==> src/rtl/instr_encoder.sv <==
// Encodes R-type and addi requests into 32-bit words. Legal words enter a 2-entry FIFO.
// Latency is 1 cycle from an accepted request to the FIFO head. Backpressure is count<2.
module instr_encoder (
  input  logic        clk_i,
  input  logic        rst_i,
  input  logic        valid_i,
  output logic        ready_o,
  input  logic        RegDst_i,
  input  logic        ALUSrc_i,
  input  logic        RegWrite_i,
  input  logic [1:0]  ALUOp_i,
  input  logic [4:0]  rs_i,
  input  logic [4:0]  rt_i,
  input  logic [4:0]  rd_i,
  input  logic [5:0]  funct_i,
  input  logic [15:0] imm_i,
  output logic [31:0] instr_o,
  output logic        instr_valid_o,
  input  logic        instr_ready_i,
  output logic [31:0] addr_o,
  input  logic        flush_i,
  output logic        err_o,
  output logic [7:0]  err_cnt_o
);

  logic [31:0] r_mem [0:1];
  logic        r_head;
  logic [1:0]  r_count;
  logic [31:0] r_addr;
  logic        r_err;
  logic [7:0]  r_err_cnt;

  logic        w_is_rtype;
  logic        w_is_addi;
  logic        w_accept;
  logic        w_push;
  logic        w_pop;
  logic        w_bad;
  logic        w_tail;
  logic [31:0] w_word;

  assign w_is_rtype = RegDst_i & ~ALUSrc_i & RegWrite_i & (ALUOp_i == 2'b00);
  assign w_is_addi  = ~RegDst_i & ALUSrc_i & RegWrite_i & (ALUOp_i == 2'b01);
  assign w_word     = w_is_rtype ? {6'b000000, rs_i, rt_i, rd_i, 5'b00000, funct_i}
                                 : {6'b001000, rs_i, rt_i, imm_i};

  // ready_o comes only from registered occupancy, so instr_ready_i cannot reach it.
  assign ready_o  = (r_count < 2'd2);
  assign w_accept = valid_i & ready_o & ~flush_i;
  assign w_push   = w_accept & (w_is_rtype | w_is_addi);
  assign w_bad    = w_accept & ~(w_is_rtype | w_is_addi);
  assign w_pop    = (r_count != 2'd0) & instr_ready_i & ~flush_i;
  assign w_tail   = r_head ^ r_count[0];

  assign instr_valid_o = (r_count != 2'd0);
  assign instr_o       = (r_count != 2'd0) ? r_mem[r_head] : 32'h0;
  assign addr_o        = r_addr;
  assign err_o         = r_err;
  assign err_cnt_o     = r_err_cnt;

  always_ff @(posedge clk_i or negedge rst_i) begin
    if (!rst_i) begin
      r_mem[0]  <= 32'h0;
      r_mem[1]  <= 32'h0;
      r_head    <= 1'b0;
      r_count   <= 2'd0;
      r_addr    <= 32'h0;
      r_err     <= 1'b0;
      r_err_cnt <= 8'h00;
    end else if (flush_i) begin
      r_count <= 2'd0;
      r_err   <= 1'b0;
    end else begin
      if (w_push) begin
        r_mem[w_tail] <= w_word;
      end
      if (w_pop) begin
        r_head <= ~r_head;
        r_addr <= r_addr + 32'd4;
      end
      case ({w_push, w_pop})
        2'b10:   r_count <= r_count + 2'd1;
        2'b01:   r_count <= r_count - 2'd1;
        default: r_count <= r_count;
      endcase
      r_err <= w_bad;
      if (w_bad && (r_err_cnt != 8'hFF)) begin
        r_err_cnt <= r_err_cnt + 8'd1;
      end
    end
  end

endmodule
==> config.mk <==
export PLATFORM = sky130hd
export DESIGN_NAME = instr_encoder
export DESIGN_NICKNAME = d
export VERILOG_FILES = /design/src/rtl/instr_encoder.sv
export SDC_FILE = /design/constraint.sdc
export NUM_CORES = 1
export LEC_CHECK = 0
export CELL_PAD_IN_SITES_DETAIL_PLACEMENT = 1
export CELL_PAD_IN_SITES_GLOBAL_PLACEMENT = 1
export CORE_ASPECT_RATIO = 0.8
export CORE_MARGIN = 1
export CORE_UTILIZATION = 40
export CTS_CLUSTER_DIAMETER = 200
export DETAILED_ROUTE_END_ITERATION = 7
export PLACE_DENSITY = 0.88
export SETUP_SLACK_MARGIN = 0.05
export SYNTH_ARGS = -nofsm -noshare
export SYNTH_HDL_FRONTEND = slang
export SYNTH_SLANG_ARGS = --single-unit
export TNS_END_PERCENT = 100
==> constraint.sdc <==
create_clock -name clk_i -period 3.5 [get_ports clk_i]
set_clock_uncertainty 0.15 [all_clocks]
set_input_delay 0.7 -clock clk_i [delete_from_list [all_inputs] [get_ports clk_i]]
set_output_delay 0.7 -clock clk_i [all_outputs]
set_load 0.02 [all_outputs]
# == After elaboration in Yosys (flattened, before gate mapping) ==
# Index checks and enable logic that the tools add are counted.
# classes
addsub,4
n_lt_le_gt_ge,4
n_eq_ne,4
mux,11
n_bitwise,21
n_reduce_logical,8
# ops
op,count
two-way mux 32 bit,5
bitwise mux 64 bit,1
"adder 32 x 3 -> 32 bit, second input constant",1
demux 32 bit (select 1 bit),1
two-way mux 30 bit,1
bitwise AND 1 bit,12
"adder 8 x 1 -> 8 bit, second input constant",1
"inequality test 8 bit, second input constant",1
AND reduction 2 bit,3
NOT 1 bit,5
"equality test 2 x 1 -> 1 bit, second input constant",2
">= comparator 2 bit, second input constant",2
NOT 1 -> 2 bit,2
case mux 2 bit (2 select lines),1
nonzero test 3 bit,1
"adder 2 x 1 -> 2 bit, second input constant",1
"equality test 2 bit, second input constant",1
logical AND 1 bit,2
zero test 2 bit,1
"< comparator 2 x 1 -> 1 bit, second input constant",1
"< comparator 2 bit, second input constant",1
two-way mux 2 bit,1
nonzero test 2 bit,1
"subtractor 2 x 1 -> 2 bit, second input constant",1
3 further kinds,3
# word_totals
reg_bits,108
in_bits,47
out_inout_bits,75
wordCells,59

# == Depth between registers and ports, before layout ==
# logic_depth
ltp_word,9
mapped_depth,6

# == Worst setup path before layout ==
# No wires, ideal clock.
# synth_path
path_type,register to output
from,register r_head
to,output port instr_o[10]
t_arrival_ps,1521
required_ps,2650
setup_slack_ps,1129
path_stages_with_launch,5
path_buffers,2
path_cell_list,dfrtp_1 > buf_1 > buf_2 > mux2i_1 > nor2_1
# synth_between
elab_chain_cells,5
# synth_rtl
element,line_no,rtl
start: declaration,27,logic r_head;
start signal: assignment,78,r_head <= ~r_head;
NOT 1 -> 2 bit (not written as such),56,assign instr_o = (r_count != 2'd0) ? r_mem[r_head] : 32'h0;
two-way mux 32 bit (not written as such) (3 in a row),56,
two-way mux 32 bit,56,
end: declaration,17,"output logic [31:0] instr_o,"
# No other way between the ends. The select of a mux whose other input is x is not followed.

# == Worst setup path after layout ==
# layout_path
from,register r_head
to,output port instr_o[29]
# Same word-level chain as after synthesis.

==> flow_summary.yaml <==
sta:
  clock.fmax_mhz: 308
  hold_viol: 0
  tns_ns: 0
  slew_viol_final: 0
  fin_crit_sh_pct: 92.6
  fin_hold_ws_ns: 0.209
  rsz0062_at_grt: "false"
  setup_viol: 0
  worst_pin_slew_ns: 0.928
  finalCriticalPeriod_ns: 3.24
  max_slew_margin_pct: 38.1
critical_path:
  critPathTopFamily: "flip-flops"
  crit_fanout: 29
  cpPeakStageDelay_ns: 0.98
  cp_data_arrival_time_ns: 2.39
  crit_path_start_kind: "flop"
  r2r-end: "r_mem[10]"
  crit_path_end_kind: "primary output"
  cp.buffers_inverters: 1
  reg2reg_depth: 6
  r2r-start: "r_head"
  path_class: "flop to primary output"
  rrSetupSlack_ns: 0.82
  critical_path_required_ns: 2.65
  worstPathCellList: "mux2i_1 > nor2_1 > clkdlybuf4s50_1"
  cp_slowest_cell: "dfrtp_2"
synthesis:
  ys_seq_elements: 96
  synth_area_leader_cell: "dfrtp_1"
  syn_area_mm2: 0.00462
  synth_edf_count: 0
  synthFlopType: "dfrtp_1"
  yosys.area.top_type_share_pct: 52.0
  seq_area_frac_synth_pct: 52.0
  synth_area_leaders: "dfrtp_1, nand2_1, mux2i_1, xnor2_1, o21ai_0"
  yosys_warnings: 0
  async_flop_share_pct: 100
  avgSynthCellArea_um2: 9.83
  synth_cells: 470
  synth_cell_types: 41
floorplanning:
  rows: 34
  die_h_um: 98.1
  die-area_mm2: 0.0120
  pin_count: 122
  start_util_pct: 41.8
  die_w_um: 122
  coreArea_mm2: 0.0111
clock_tree:
  cts_sinks: 96
  clock_path_buffers: 2
  clockRootBuffer: "clkbuf_16"
  clk_latency_ns: 0.34
  post_cts_buffers: 0
  clkTransAtPathRegs_ns: 0.07
  h-tree-depth: 3
  cts_buffers: 9
  cts_tree: "yes"
status:
  outcome: "complete, no violations"
finish:
  area_delta_synth_final_pct: 35.9
  final_nets: 632
  drive_above_1_share_pct: 7.31
  layout_common_cells: "clkdlybuf4s50_1, nand2_1, dfrtp_1"
  antenna_cells: 0
  layout_commonest_cell: "clkdlybuf4s50_1"
drt:
  wl_per_cell_um: 17.4
  vias_per_cell: 5.29
  drt-total-wl_mm: 12.8
  firstDrtPassIters: 4
  drc: 0
  ant_nets: 0
  drt_iter0_markers: 209
  num_vias: 3872
global_route:
  antenna_found_initial: 0
  first_global_vias: 4120
  grt_max_degree: 53
  grt_overflow: 0
  grt_use_total_pct: 22.8
  grt_pass1_wl_mm: 21.3
power_and_ir_drop:
  leakage_nw: 2.82
  power_density_mw_per_mm2: 516
  peakVddDrop_mv: 0.355
min_path:
  worstHoldPathType: "input port to asynchronous set/reset pin"
placed_design:
  port_buffers: 114
  hpwl_mm: 8.80
  gp_congestion: 0.736
flow_run:
  maxCapViolCount: 0
==> Yosys cell counts, types with 2 or more instances <==
cell type and count:
a21oi_1 2, mux2_2 2, xor2_1 11, buf_1 4, ha_1 2, nor2_1 37, inv_1 3, xnor2_1 28
nand4b_1 2, nand3_1 12, nand2b_1 3, o2111ai_1 3, clkbuf_1 12, nor3_2 3, buf_4 7, a2111oi_2 2
nand4_1 19, and3_1 7, dfrtp_1 96, o21ai_0 32, and4_1 4, nor4_1 4, nand2_1 108, mux2i_1 39
a31oi_1 3, nor3b_1 2, and2_1 4, buf_2 5, nor3_1 2
==> cells by family after synthesis <==
| kind of cell | Yosys count | share of synthesized area, % |
|---|---|---|
| multiplexers | 41 | 8.94 |
| AND/OR/NAND/NOR | 215 | 21.9 |
| flip-flops | 96 | 52.0 |
| buffers and inverters | 32 | 3.47 |
| AO/OA/AOI/OAI | 44 | 5.66 |
| adder cells (fa/ha/maj) | 2 | 0.542 |
| XOR/XNOR | 39 | 7.39 |
| other | 1 | 0.0812 |
==> worst max path at each step <==
| stage | from | endpoint | slack, ns | cells after the start |
|---|---|---|---|---|
| after floorplan | r_head | instr_o[10] | 1.13 | 4 |
| after global placement | r_count[0] | instr_o[17] | 0.49 | 4 |
| after detailed placement | r_count[0] | instr_o[29] | 0.46 | 4 |
| after CTS | r_count[0] | instr_o[29] | 0.06 | 4 |
| after global routing | r_head | instr_o[29] | 0.18 | 3 |
| final | r_head | instr_o[29] | 0.26 | 3 |
==> cell type report <==
class	instances	area (µm²)
Timing Repair Buffer	125	1230
Tap cell	144	180
Clock inverter	3	46.3
Sequential cell	96	2400
Fill cell	1226	4780
Inverter	3	11.3
Multi-Input combinational cell	348	2120
Clock buffer	13	280
==> per-layer routing <==
metal	share of wire, %	vias to the layer above	track usage (%)
li1	-	1807	-
met1	45	1973	29.9
met2	51	84	38.6
met3	3.4	8	4.44
met4	0.92	0	5.35
met5	0	-	0
==> sequential cells by signal (all words and copies together) (netlist names) <==
signal     count
r_count        2
err_cnt_o      8
r_mem         54
addr_o        30
r_head         1
err_o          1
==> report_power, final <==
part / switching, mW / internal, mW / leakage [nW]
logic: 0.314 / 0.346 / 1.37
clock network: 0.422 / 0.635 / 0.158
registers: 0.230 / 1.29 / 1.29
==> through the flow <==
| stage | std cells | instance area, µm² | worst slack, ns | power [mW] | utilization, % |
|---|---|---|---|---|---|
| global route | 732 | 6280 | 0.179 | 3.39 | 56.8 |
| detailed placement | 716 | 5950 | 0.455 | 2.20 | 53.8 |
| floorplan | 476 | 4640 | 1.13 | 1.87 | - |
| global placement | 716 | 5950 | 0.487 | 2.15 | 53.8 |
| CTS | 732 | 6270 | 0.0582 | 3.27 | 56.7 |
| finish | 732 | 6280 | 0.258 | 3.24 | 56.8 |
==> worst register-to-register path, delay by kind of cell, from the launching register on <==
| family | cells | cell delay (ns) |
|---|---|---|
| buffers and inverters | 2 | 0.59 |
| DFF | 1 | 0.98 |
| xor gates and xnor gates | 1 | 0.31 |
| and+or+nand+nor | 1 | 0.12 |
| AOI/OAI and AO/OA | 2 | 0.39 |
==> repair_timing <==
action                                  CTS  global route
resized for setup                         0             1
endpoints found under the setup margin    0            12
hold buffers                              0             0
hold endpoints to repair                  0             0
Power figures use the tool's default switching activity.
